File: src/rtl/seg_pkg.sv
// Shared segment constants and page encoding for the seven-segment scanner.
// Patterns are {g,f,e,d,c,b,a}, active-low.
package seg_pkg;

    typedef enum logic {
        PageMmSs = 1'b0,
        PageSsCc = 1'b1
    } page_e;

    localparam logic [6:0] Seg0     = 7'b1000000;
    localparam logic [6:0] Seg1     = 7'b1111001;
    localparam logic [6:0] Seg2     = 7'b0100100;
    localparam logic [6:0] Seg3     = 7'b0110000;
    localparam logic [6:0] Seg4     = 7'b0011001;
    localparam logic [6:0] Seg5     = 7'b0010010;
    localparam logic [6:0] Seg6     = 7'b0000010;
    localparam logic [6:0] Seg7     = 7'b1111000;
    localparam logic [6:0] Seg8     = 7'b0000000;
    localparam logic [6:0] Seg9     = 7'b0010000;
    localparam logic [6:0] SegDash  = 7'b0111111;
    localparam logic [6:0] SegBlank = 7'b1111111;

    localparam logic [3:0] AnOff    = 4'b1111;

endpackage

File: src/rtl/seg_decoder.sv
// Combinational BCD-to-seven-segment decoder, active-low outputs.
// Non-BCD nibbles (10..15) show a dash.
module seg_decoder
    import seg_pkg::*;
(
    input  logic [3:0] bcd,
    output logic [6:0] seg
);

    always_comb begin
        seg = SegDash;
        case (bcd)
            4'd0: seg = Seg0;
            4'd1: seg = Seg1;
            4'd2: seg = Seg2;
            4'd3: seg = Seg3;
            4'd4: seg = Seg4;
            4'd5: seg = Seg5;
            4'd6: seg = Seg6;
            4'd7: seg = Seg7;
            4'd8: seg = Seg8;
            4'd9: seg = Seg9;
            default: seg = SegDash;
        endcase
    end

endmodule

File: src/rtl/seven_seg_scan.sv
// Four-digit multiplexed seven-segment scanner with per-frame input snapshot.
// Optional blink feature enabled by defining SEG_BLINK_EN.
module seven_seg_scan
    import seg_pkg::*;
#(
    parameter int unsigned SCAN_DIV     = 50000,
    parameter int unsigned BLINK_FRAMES = 128
) (
    input  logic        clk,
    input  logic        rst,
    input  logic [23:0] bcd_in,
    input  logic        page_sel,
    input  logic        blank_en,
`ifdef SEG_BLINK_EN
    input  logic        blink,
`endif
    output logic [6:0]  seg,
    output logic        dp,
    output logic [3:0]  an
);

    localparam int unsigned PW = $clog2(SCAN_DIV);

    if (SCAN_DIV < 2 || BLINK_FRAMES < 1) begin : g_param_check
        $error("seven_seg_scan: SCAN_DIV must be >= 2 and BLINK_FRAMES >= 1");
    end

    logic [PW-1:0] presc_q;
    logic [1:0]    idx_q;
    logic [23:0]   snap_bcd_q;
    page_e         snap_page_q;
    logic          tick_q;
    logic          blank_q;

    logic          tick;
    logic          wrap;
    logic [2:0]    sel;
    logic [3:0]    digit;
    logic [6:0]    dec_seg;
    logic          blank_slot;
    logic [6:0]    seg_d;
    logic [3:0]    an_d;
    logic          dp_d;

    assign tick = (presc_q == PW'(SCAN_DIV - 1));
    assign wrap = tick && (idx_q == 2'd3);

`ifdef SEG_BLINK_EN
    localparam int unsigned FW = $clog2(2 * BLINK_FRAMES);

    logic [FW-1:0] frame_q;
    logic          started_q;

    // The idx=3 slot right after reset is not a real frame, so the first wrap
    // does not count.
    always_ff @(posedge clk) begin
        if (rst) begin
            frame_q   <= '0;
            started_q <= 1'b0;
        end else begin
            if (wrap) begin
                started_q <= 1'b1;
            end
            if (!blink) begin
                frame_q <= '0;
            end else if (wrap && started_q) begin
                frame_q <= (frame_q == FW'(2 * BLINK_FRAMES - 1)) ? '0 : frame_q + 1'b1;
            end
        end
    end
`endif

    // Page 0 shifts the window up two nibbles to drop the centiseconds.
    always_comb begin
        sel   = {1'b0, idx_q} + ((snap_page_q == PageSsCc) ? 3'd0 : 3'd2);
        digit = 4'(snap_bcd_q >> {sel, 2'b00});
    end

    seg_decoder u_seg_decoder (
        .bcd (digit),
        .seg (dec_seg)
    );

    always_comb begin
        blank_slot = blank_q && (idx_q == 2'd3) && (digit == 4'd0);
        seg_d      = blank_slot ? SegBlank : dec_seg;
        an_d       = blank_slot ? AnOff : ~(4'b0001 << idx_q);
        dp_d       = (idx_q != 2'd2);
`ifdef SEG_BLINK_EN
        if (blink && (frame_q >= FW'(BLINK_FRAMES))) begin
            an_d = AnOff;
        end
`endif
    end

    always_ff @(posedge clk) begin
        if (rst) begin
            presc_q     <= '0;
            idx_q       <= 2'd3;
            snap_bcd_q  <= '0;
            snap_page_q <= PageMmSs;
            tick_q      <= 1'b0;
            blank_q     <= 1'b0;
            seg         <= SegBlank;
            an          <= AnOff;
            dp          <= 1'b1;
        end else begin
            presc_q <= tick ? '0 : presc_q + 1'b1;
            tick_q  <= tick;
            if (tick) begin
                idx_q   <= idx_q + 2'd1;
                blank_q <= blank_en;
            end
            if (wrap) begin
                snap_bcd_q  <= bcd_in;
                snap_page_q <= page_e'(page_sel);
            end
            // Outputs follow the index one cycle after it moves.
            if (tick_q) begin
                seg <= seg_d;
                an  <= an_d;
                dp  <= dp_d;
            end
        end
    end

endmodule

File: config.mk
export PLATFORM = sky130hd
export DESIGN_NAME = seven_seg_scan
export DESIGN_NICKNAME = d
export VERILOG_FILES = /design/src/rtl/seg_pkg.sv /design/src/rtl/seg_decoder.sv /design/src/rtl/seven_seg_scan.sv
export SDC_FILE = /design/constraint.sdc
export NUM_CORES = 1
export LEC_CHECK = 0
export ABC_AREA = 1
export BUFFER_PORTS_ARGS = -buffer_cell sky130_fd_sc_hd__buf_2
export CELL_PAD_IN_SITES_DETAIL_PLACEMENT = 0
export CELL_PAD_IN_SITES_GLOBAL_PLACEMENT = 2
export CORE_MARGIN = 3
export CORE_UTILIZATION = 32
export DETAILED_ROUTE_END_ITERATION = 10
export PLACE_DENSITY_LB_ADDON = 0.1
export REMOVE_ABC_BUFFERS = 1
export SLEW_MARGIN = 20
export SYNTH_ARGS = -nofsm -noshare
export SYNTH_HDL_FRONTEND = slang
export SYNTH_SLANG_ARGS = --single-unit
File: constraint.sdc
create_clock -name clk -period 2.8 [get_ports clk]
set_input_delay 0.56 -clock clk [delete_from_list [all_inputs] [get_ports clk]]
set_output_delay 0.56 -clock clk [all_outputs]
set_load 0.02 [all_outputs]
==> metrics.txt <==
Worst Hold Launch presc_q[0]$_SDFF_PP0_; first-pass GRT wire length 10600 um; largest area contributor in the netlist dfxtp_1; cts repair resizes 0; Finished Layout Cells 527; CP Class flip-flop to flip-flop; Worst path slowest cell ha_1; DRT Pass-1 Iters 4; Max IR drop VDD 169 uV; Rel. slew slack 0.714; post-layout util 0.377; vias in the first global route 2329; # diodes 0; Ys Warns 0; period utilisation layout 0.829; leakage 1.25 nW; placed insts 519; Top Family by Delay on Critical Path adder cells; sw frac 0.205; post-route ant nets 0; CP arrival 2.53 ns; # clock sinks 56; drt total wl 6120 um; worst-path cell chain inv_1, ha_1, inv_1, nand3_1, nand2_1, a21oi_1, inv_1, ha_1, nand3b_1, nand3_1, nand3_1, nand2_1, nand2_1; number of enable flip-flop cells after synthesis 0; H-tree Lvls 2; Clock Power Share 0.382; RSZ-0062 raised after global routing no; WHS Endpoint presc_q[0]$_SDFF_PP0_; worst path buffer plus inverter count 3; Clock transition at path regs 0.10 ns; max_cap viols 0; fraction of registers with async set or reset after synthesis 0; Final Power 1.36 mW; IO buf count 39; Final GP Congestion 0.814; post-synthesis sequential area ratio 0.404; initial antenna violation count 0; Die W 99.1 um; Power Internal 1.08 mW; ys flop type dfxtp_1; Sw Pwr 0.279 mW; setup slack, reg-to-reg 0.48 ns; Post-Place Setup Slack 0.456 ns; DR vias 2430; top-area cell type share of the netlist area 0.404; Starting Density 0.333; clk buf depth 2; Num CTS Buffers 5; Die Y 99.1 um; synth unique cells 33; total negative slack 0 ns; # hold bufs at CTS 0; largest net degree at the start of global routing 36; Hold Path Depth 1; standard cell core area 8340 sq um; CTS root buffer clkbuf_8; Hold Slack 0.455 ns; Skew-Pair Late Insertion Delay 0.30 ns; ranking of synthesized cells by area dfxtp_1 (40%), nand2_1 (15%), a21oi_1 (7.9%); via/cell ratio 4.61; net count reported at finish 461; layout cells sized above 1 0.175; setup ws final 0.479 ns; Post-synth top cells nand2_1 (114), dfxtp_1 (56), a21oi_1 (44), inv_1 (41), nand3_1 (29); Tightest Pin Transition 0.429 ns; DPL Wire Length 4470 um; GR Overflow Total 0; clk_skew 0.00788 ns; Logic pwr share 0.029; CP max FO 7; final setup fails 0; Critical Path RT 3.01 ns; io pins 40; post-layout min period 2.32 ns; DRC viols 0; Max Slew Vio Count 0; Slowest Stage Delay on Critical Path 0.40 ns; placed cell area 3040 sq um; Yosys reg bits 56; Cells after Synth 386; total power density per cell area 433 nW/um^2; synthesized area per cell 7.19 sq um; initial DRC count 52; r2r startpoint snap_page_q$_SDFFE_PP0P_; Final Hold Viols 0; FF-to-FF End seg[3]$_SDFFE_PP1P_; most numerous cell in the Yosys netlist nand2_1; Tot GR Track Use 0.130; postcts setup bufs 0; Area growth syn-to-layout 13.3%; final instance area 3150 sq um; Hold Crit Class flip-flop to flip-flop; outcome finished, final reports clean; crit end category flip-flop; CTS tree done; Sequential Power Share 0.588; Rows 33; Worst Reg2Reg Path Length in Cells 13; WL per Instance 11.6 um; Die ar. 9830 sq um; Post-Syn Area 2780 sq um; maximum clock rate 0.431 GHz; crit path launch type flip-flop
-- registers in the layout, summed over array words and instances (netlist names) --
register	cells
snap_page_q	1
idx_q	2
an	4
snap_bcd_q	24
seg	7
presc_q	16
tick_q	1
blank_q	1
-- final cells by class --
cell class	instances	area, sq um
clock buffers	6	72.6
clock inverters	2	35.0
fillers	962	5190
inverters	47	178
multi-input cells	269	1390
flip-flops and latches	56	1120
well taps	105	131
repair buffers	42	218
-- logic make-up (layout without fill, tap and decap cells) --
group,Yosys count,count (layout),synth area share
AND/OR/NAND/NOR,195,195,0.322
buffers and inverters,61,97,0.0951
AO/OA/AOI/OAI,59,59,0.116
flip-flops,56,56,0.404
adder cells (fa/ha/maj),12,12,0.0541
XOR/XNOR,3,3,0.00947
-- power by group through the flow --
stage          Clock [mW]  Combinational, mW  Sequential, mW
6_report            0.520             0.0402           0.802
5_1_grt             0.574             0.0468           0.803
4_1_cts             0.551             0.0415           0.802
3_5_place_dp            0             0.0414           0.820
3_3_place_gp            0             0.0407           0.820
2_1_floorplan           0            0.00974           0.820
-- placed cells by master, fill, tap and decap left out, types with 2 or more instances in the layout --
| master | netlist | final |
|---|---|---|
| nand2_1 | 114 | 114 |
| dfxtp_1 | 56 | 56 |
| a21oi_1 | 44 | 44 |
| inv_1 | 41 | 41 |
| buf_2 | 0 | 39 |
| nand3_1 | 29 | 29 |
| nor2_1 | 20 | 20 |
| ha_1 | 12 | 12 |
| o21ai_0 | 8 | 8 |
| nand4_1 | 7 | 7 |
| inv_2 | 5 | 5 |
| nor3_1 | 5 | 5 |
| clkbuf_8 | 0 | 5 |
| nand2_2 | 3 | 3 |
| nor3_2 | 3 | 3 |
| nor3b_1 | 3 | 3 |
| xor2_1 | 3 | 3 |
| buf_4 | 3 | 3 |
| nor2_4 | 2 | 2 |
| nor2_2 | 2 | 2 |
| nand3_2 | 2 | 2 |
| clkinv_2 | 1 | 2 |
| o21ai_2 | 2 | 2 |
-- worst max-delay path by stage --
stage               cells past startpoint             endpoint                      from  slack [ns]
floorplan                              11  seg[0]$_SDFFE_PP1P_     idx_q[0]$_SDFFE_PP1P_        0.76
global placement                       13  seg[3]$_SDFFE_PP1P_  snap_page_q$_SDFFE_PP0P_        0.54
detailed placement                     13  seg[0]$_SDFFE_PP1P_  snap_page_q$_SDFFE_PP0P_        0.46
CTS                                    13  seg[1]$_SDFFE_PP1P_  snap_page_q$_SDFFE_PP0P_        0.44
global route                           13  seg[4]$_SDFFE_PP1P_  snap_page_q$_SDFFE_PP0P_        0.21
finish                                 13  seg[3]$_SDFFE_PP1P_  snap_page_q$_SDFFE_PP0P_        0.48
-- metal layers --
metal	track usage	wire length (um)	up-vias
li1	-	-	1302
met1	0.173	3130	1093
met2	0.213	2740	29
met3	0.0245	175	6
met4	0.0389	67	0
met5	0	0	-
(Power assumes the default switching activity.)
